===== config.mk =====
export PLATFORM = sky130hd
export DESIGN_NAME = bitmode_sequencer
export DESIGN_NICKNAME = d
export VERILOG_FILES = /design/src/rtl/bitmode_sequencer.sv
export SDC_FILE = /design/constraint.sdc
export NUM_CORES = 1
export LEC_CHECK = 0
export CELL_PAD_IN_SITES_DETAIL_PLACEMENT = 1
export CELL_PAD_IN_SITES_GLOBAL_PLACEMENT = 2
export CORE_MARGIN = 8
export CORE_UTILIZATION = 32
export DETAILED_ROUTE_END_ITERATION = 8
export PLACE_DENSITY_LB_ADDON = 0.1
export SYNTH_ARGS = -nofsm -noshare
export SYNTH_HDL_FRONTEND = slang
export SYNTH_SLANG_ARGS = --single-unit
export TNS_END_PERCENT = 100

===== constraint.sdc =====
create_clock -name clk -period 2.6 [get_ports clk]
set_clock_uncertainty 0.05 [all_clocks]
set_input_delay 0.39 -clock clk [delete_from_list [all_inputs] [get_ports clk]]
set_output_delay 0.39 -clock clk [all_outputs]
set_load 0.01 [all_outputs]

===== src/rtl/bitmode_sequencer.sv =====
// Bitmode pixel-access sequencer: owns the X/Y pixel address counters, steals
// non-video RAM slots for a nibble read-modify-write, then steps X/Y.
module bitmode_sequencer (
   input  logic        clk,
   input  logic        clr,
   input  logic        video_slot,
   input  logic        cpu_req,
   input  logic        cpu_we,
   input  logic [1:0]  cpu_sel,
   input  logic [7:0]  cpu_din,
   output logic [7:0]  cpu_dout,
   output logic        cpu_ack,
   output logic        busy,
   output logic [14:0] ram_addr,
   output logic        ram_re,
   output logic        ram_we,
   output logic [7:0]  ram_din,
   input  logic [7:0]  ram_dout
);

   typedef enum logic [2:0] {
      IDLE, RD_WAIT, RD_DATA, WR_WAIT, STEP, ACK, DONE
   } state_t;

   state_t      state, state_nxt;
   logic [7:0]  x, y, rbuf;
   logic [3:0]  ctrl;      // {inc_y, inc_x, dir_y, dir_x}
   logic        op_we;
   logic [3:0]  op_din;

   function automatic logic [7:0] merge_nibble(input logic [7:0] b,
                                               input logic [3:0] n,
                                               input logic       hi);
      merge_nibble = hi ? {n, b[3:0]} : {b[7:4], n};
   endfunction

   function automatic logic [7:0] step8(input logic [7:0] v, input logic down);
      step8 = down ? v - 8'd1 : v + 8'd1;
   endfunction

   always_ff @(posedge clk or posedge clr) begin
      if (clr) state <= IDLE;
      else     state <= state_nxt;
   end

   always_comb begin
      state_nxt = state;
      ram_re    = 1'b0;
      ram_we    = 1'b0;
      case (state)
         IDLE:    if (cpu_req) state_nxt = (cpu_sel == 2'b00) ? RD_WAIT : ACK;
         RD_WAIT: if (!video_slot) begin
                     ram_re    = 1'b1;
                     state_nxt = RD_DATA;
                  end
         RD_DATA: state_nxt = op_we ? WR_WAIT : STEP;
         WR_WAIT: if (!video_slot) begin
                     ram_we    = 1'b1;
                     state_nxt = STEP;
                  end
         STEP:    state_nxt = ACK;
         ACK:     state_nxt = DONE;
         DONE:    if (!cpu_req) state_nxt = IDLE;
         default: state_nxt = IDLE;
      endcase
   end

   // Register file, read buffer and latched operation
   always_ff @(posedge clk or posedge clr) begin
      if (clr) begin
         x        <= 8'd0;
         y        <= 8'd0;
         ctrl     <= 4'd0;
         rbuf     <= 8'd0;
         op_we    <= 1'b0;
         op_din   <= 4'd0;
         cpu_dout <= 8'd0;
      end else begin
         case (state)
            IDLE: if (cpu_req) begin
               op_we  <= cpu_we;
               op_din <= cpu_din[3:0];
               if (cpu_we) begin
                  case (cpu_sel)
                     2'b01:   x    <= cpu_din;
                     2'b10:   y    <= cpu_din;
                     2'b11:   ctrl <= cpu_din[3:0];
                     default: ;
                  endcase
               end else begin
                  case (cpu_sel)
                     2'b01:   cpu_dout <= x;
                     2'b10:   cpu_dout <= y;
                     2'b11:   cpu_dout <= {4'b0, ctrl};
                     default: ;
                  endcase
               end
            end
            RD_DATA: begin
               rbuf <= ram_dout;
               if (!op_we) cpu_dout <= {4'b0, x[0] ? ram_dout[7:4] : ram_dout[3:0]};
            end
            STEP: begin
               if (ctrl[2]) x <= step8(x, ctrl[0]);
               if (ctrl[3]) y <= step8(y, ctrl[1]);
            end
            default: ;
         endcase
      end
   end

   // Address holds pre-step X/Y for every strobe since stepping follows the RAM phase
   assign ram_addr = {y, x[7:1]};
   assign ram_din  = merge_nibble(rbuf, op_din, x[0]);
   assign cpu_ack  = (state == ACK);
   assign busy     = (state != IDLE);

endmodule


Yosys cells after proc, flatten, opt, wreduce, memory -nomap -nowiden. Cells that the tools add are included.

Flip-flop bits (word level): 44. Output and inout bits: 35.

Add/sub/neg operators: 4. Equality and inequality tests: 21. Mux-type cells: 29. Reduce and logical (&&, ||, !) cells: 11.

Operator list (number): $mux 8 (14); $pmux 8 s2 (3); $pmux 8 s3 (1); $pmux 3 s7 (1); $mux 3 (6); $ne 2x2->1 const B (9); $add 8x1->8 const B (2); $sub 8x1->8 const B (2); $reduce_and 5->1 (3); $eq 3x3->1 const B (3); $reduce_and 4->1 (2); $eq 3x2->1 const B (2); $eq 2x2->1 const B (2); $mux 4 (1); $ne 2x1->1 const B (2); $ne 4x1->1 const B (1); $reduce_bool 2->1 (2); $eq 3x1->1 const B (1); $logic_not 3->1 (1); $mux 1 (3); $reduce_bool 3->1 (1); $eq 2x1->1 const B (1); $logic_not 2->1 (1); $reduce_and 2->1 (1).

Logic depth before layout (Yosys ltp). Gate-level depths: netlist of run 1.

Depth in word-level cells: 5. Depth in mapped cells: 9. Gate-level depth less buffers: 7.

Worst setup path after synthesis of run 1. No wires, ideal clock.

Path type: reg-to-reg. Start point: register x[0]. End point: register x[6]. Setup time: 0.130 ns. Arrival time: 1.934 ns. Data required time: 2.420 ns. Path slack: 0.486 ns. Stages on the path, launching flop included: 10. Buffers on the path: 2. Clock period less this slack: 2.114 ns. Cells stage by stage: dfrtp_1 buf_6 clkbuf_1 inv_1 fa_1 nand2b_1 a21oi_1 o21a_1 or3_1 nand3_1.

Cells in the longest elaborated chain, start to end: 4. Elaborated cells between the ends (all ways): 5. Those cells by class: add/sub: 2; mux: 3.

Ends and longest elaborated chain: start: declaration (line 26) `logic [7:0] x, y, rbuf;`; start signal: assignment (line 85) `2'b01: x <= cpu_din;`; start signal: assignment (line 104) `if (ctrl[2]) x <= step8(x, ctrl[0]);`; $add 8x1->8 or $sub 8x1->8 (tied branches) (line 38) `step8 = down ? v - 8'd1 : v + 8'd1;`; $mux 8 (*) (line 38); $mux 8 (*) (line 104); $pmux 8 s2 (*) (line 79) `case (state)`.

Every way passes the cells marked *; elsewhere a longest branch is shown, timed or not. The select of a mux whose other input is x is not followed. A chain may end at the register's enable or synchronous reset.

Final worst setup path of run 1.
Start point: register state[1]. End point: output busy.

Cells in the longest elaborated chain, start to end: 1.

Ends and longest elaborated chain: start: declaration (line 25) `state_t state, state_nxt;`; start signal: assignment (line 43) `else state <= state_nxt;`; $reduce_bool 3->1 (line 116) `assign busy = (state != IDLE);`; end: declaration (line 13) `output logic busy,`.

Every way passes these cells.

==> impl_metrics.toml, run 1 <==
[die]
fp.dieW_um = 113.9
die-height_um = 113.9
io_pins = 58
fp.dieArea_um2 = 12970
rows = 35
coreArea_um2 = 9284
start_util_pct = 33.03

[yosys]
yosys_warnings = 0
synth_edf_count = 0
ys_seq_area_share_pct = 35.90
ys.flop_type = "dfrtp_1"
yosys.cell_types.count = 57
syn_area_um2 = 3067
synth_async_sr_flop_share_pct = 100.0
yosysMostFrequentCell = "dfrtp_1"
synthesis.nets = 361
synth_top_cell_area_share_pct = 35.90
syn_area_per_cell_um2 = 9.583
yosys_register_bits = 44
yosysTopAreaCell = "dfrtp_1"
synthTopCellsByCount = "dfrtp_1 (44), mux2_2 (22), nand2_1 (22)"
syn_inst = 320
yosys-top-cells-area = "dfrtp_1 (36%), mux2_2 (8.1%), ha_1 (6.5%), a211oi_1 (3.4%), a21oi_1 (3.3%)"

[min_path]
min_path_type = "input port to async pin"

[detailed_routing]
route.final.wire_length_um = 9559
drt-initial-drc-count = 127
final_antenna_net_count = 0
route.detailed.drc = 0
vias = 2666
viasPerCell = 5.269
avgRoutedWirePerCell_um = 18.89
drt_pre_antenna_iters = 6

[clocking]
cts_root_buf = "clkbuf_8"
numCtsBuffers = 5
cts_setup_buffers = 0
clock-sinks = 44
clockBufferDepth = 2
ctsResizeCount = 0
ctsHoldBuffers = 0
clk_pin_slew_ns = 0.10
clk_latency_ns = 0.30
htreeDepth = 2
cts_tree = "yes"

[power_and_ir_drop]
p_total_mw = 5.264
p_sw_mw = 2.327
pwr-share-comb_pct = 62.6
clkPwrFrac_pct = 10.5
p_seq_share_pct = 26.9
netSwitchingFraction_pct = 44.19
power_density_nw_per_um2 = 1357
p_leak_nw = 1.591
internal-power_mw = 2.938
worst_ir_drop_vdd_v = 0.0005020

[finish]
area_growth_pct = 26.52
fin_nets = 417
antenna_cells = 0
final_layout_size_suffix_gt1_share_pct = 15.38
num-fill-cells = 1066

[timing]
fin_crit_ns = 2.343
grt_setup_unrepaired = "false"
post-route-period-util_pct = 90.13
timing.hold.ws_ns = 0.3764
setup_ws_ns = 0.2567
finalHoldViolCount = 0
max_freq_mhz = 426.8
slew_viol_final = 0
setup-violations-final = 0
max_slew_margin_pct = 49.81
worstMarginPinSlew_ns = 0.7482
tns_ns = 0

[critical_path]
critPathArrivalTime_ns = 1.90
startpoint_type = "flop"
path_max_fanout = 11
critPathRequiredTime_ns = 2.16
critical_path_class = "flop to primary output"
r2r_setup_slack_ns = 0.40
cp-end-kind = "primary output"

[place]
dpl_worst_slack_ns = 0.1988
portBuffers = 57
hpwl_um = 7418
gp_congestion = 0.8420

[grt]
grt_pass1_vias = 2819
grt_start_max_net_pins = 21
grt_overflow = 0
antenna_found_initial = 0
grt_usage_pct = 15.12
grt_pass1_wl_um = 15660

[run_status]
status = "finished, final reports clean"

[run]
drv_cap = 0
-- registers in the layout (all words and copies together), names as in the netlist --
signal / count
op_din: 4
rbuf: 8
cpu_dout: 8
state: 3
y: 8
x: 8
op_we: 1
ctrl: 4
-- area by class of cell --
| class | instances | area (µm²) | area share (%) |
|---|---|---|---|
| inverters | 15 | 56.30 | 1.451 |
| multi-input cells | 237 | 1754 | 45.21 |
| repair buffers | 73 | 690.7 | 17.80 |
| flip-flops and latches | 44 | 1101 | 28.38 |
| well taps | 129 | 161.4 | 4.160 |
| clock buffers | 5 | 68.82 | 1.774 |
| clock inverters | 3 | 47.55 | 1.225 |
-- path summary, 6_finish.rpt --
check                                        start                 endpoint  depth (start not counted)
min                                            clr         y[7]$_DFFE_PP0P_                          2
max reg2reg                    ctrl[0]$_DFFE_PP0P_         x[7]$_DFFE_PP0P_                          6
min in group clk           cpu_dout[3]$_DFFE_PP0P_  cpu_dout[3]$_DFFE_PP0P_                          1
max in group asynchronous                      clr  cpu_dout[2]$_DFFE_PP0P_                          3
max                           state[1]$_DFFE_PP0P_                     busy                          4
min reg2reg                cpu_dout[3]$_DFFE_PP0P_  cpu_dout[3]$_DFFE_PP0P_                          1
-- worst max-delay path, stage by stage, from the launching register on --
cell and delay, ns:
dfrtp_1 0.52, or2_4 0.32, nor2_1 0.21, inv_1 0.07, clkdlybuf4s50_1 0.48
-- layout by cell type, fill, tap and decap left out, types with 3 or more instances in the layout --
master and instances:
a22o_1 4, dfrtp_1 44, nand3_1 11, o31ai_1 5
a21o_1 7, inv_1 14, nand4_1 4, buf_4 16
mux2i_1 5, a31oi_1 4, o211ai_1 3, mux2_2 22
o21ai_0 14, nor2_1 20, clkbuf_8 5, nand2_1 22
o22ai_1 3, clkdlybuf4s50_1 57, and3_1 3, nand4b_1 3
nor3_1 6, a21oi_1 20, nor2b_1 7, a211oi_1 14
ha_1 16
-- cell families (layout without fill, tap and decap cells) --
logic type | Yosys count | count (layout) | share of synthesized area, %
simple gates | 93 | 93 | 15.83
compound gates | 95 | 95 | 22.11
mux | 29 | 29 | 10.69
flops | 44 | 44 | 35.90
fa+ha+maj | 18 | 18 | 7.834
xor+xnor | 2 | 2 | 0.5713
buf+inv | 39 | 96 | 7.058
-- power by group through the flow --
stage	logic, mW	clock network (mW)	registers, mW
floorplan	2.23	0	1.31
global placement	3.28	0	1.43
detailed placement	3.32	0	1.43
CTS	3.34	0.575	1.42
global route	3.68	0.598	1.48
finish	3.29	0.555	1.41
-- through the flow --
stage,std cells,area (µm²),utilization [%]
4_1_cts,506,3880,41.79
3_3_place_gp,498,3764,40.54
5_1_grt,506,3880,41.79
6_report,506,3880,41.79
3_5_place_dp,498,3764,40.54
2_1_floorplan,320,3067,-
-- metal layers --
metal | track usage [%] | share of wire, % | vias up
met5 | 0 | 0 | -
met4 | 2.928 | 0.70 | 0
met3 | 2.905 | 4.4 | 4
met2 | 24.97 | 48 | 51
met1 | 20.03 | 47 | 1324
li1 | - | - | 1287
Note: power is estimated with default switching activity, not from simulation.
==> run 2: changes to the inputs <==
- CAP_MARGIN: unset -> 40
==> results of run 2 <==
The final DEF is identical to that of run 1; final timing and power are the same.
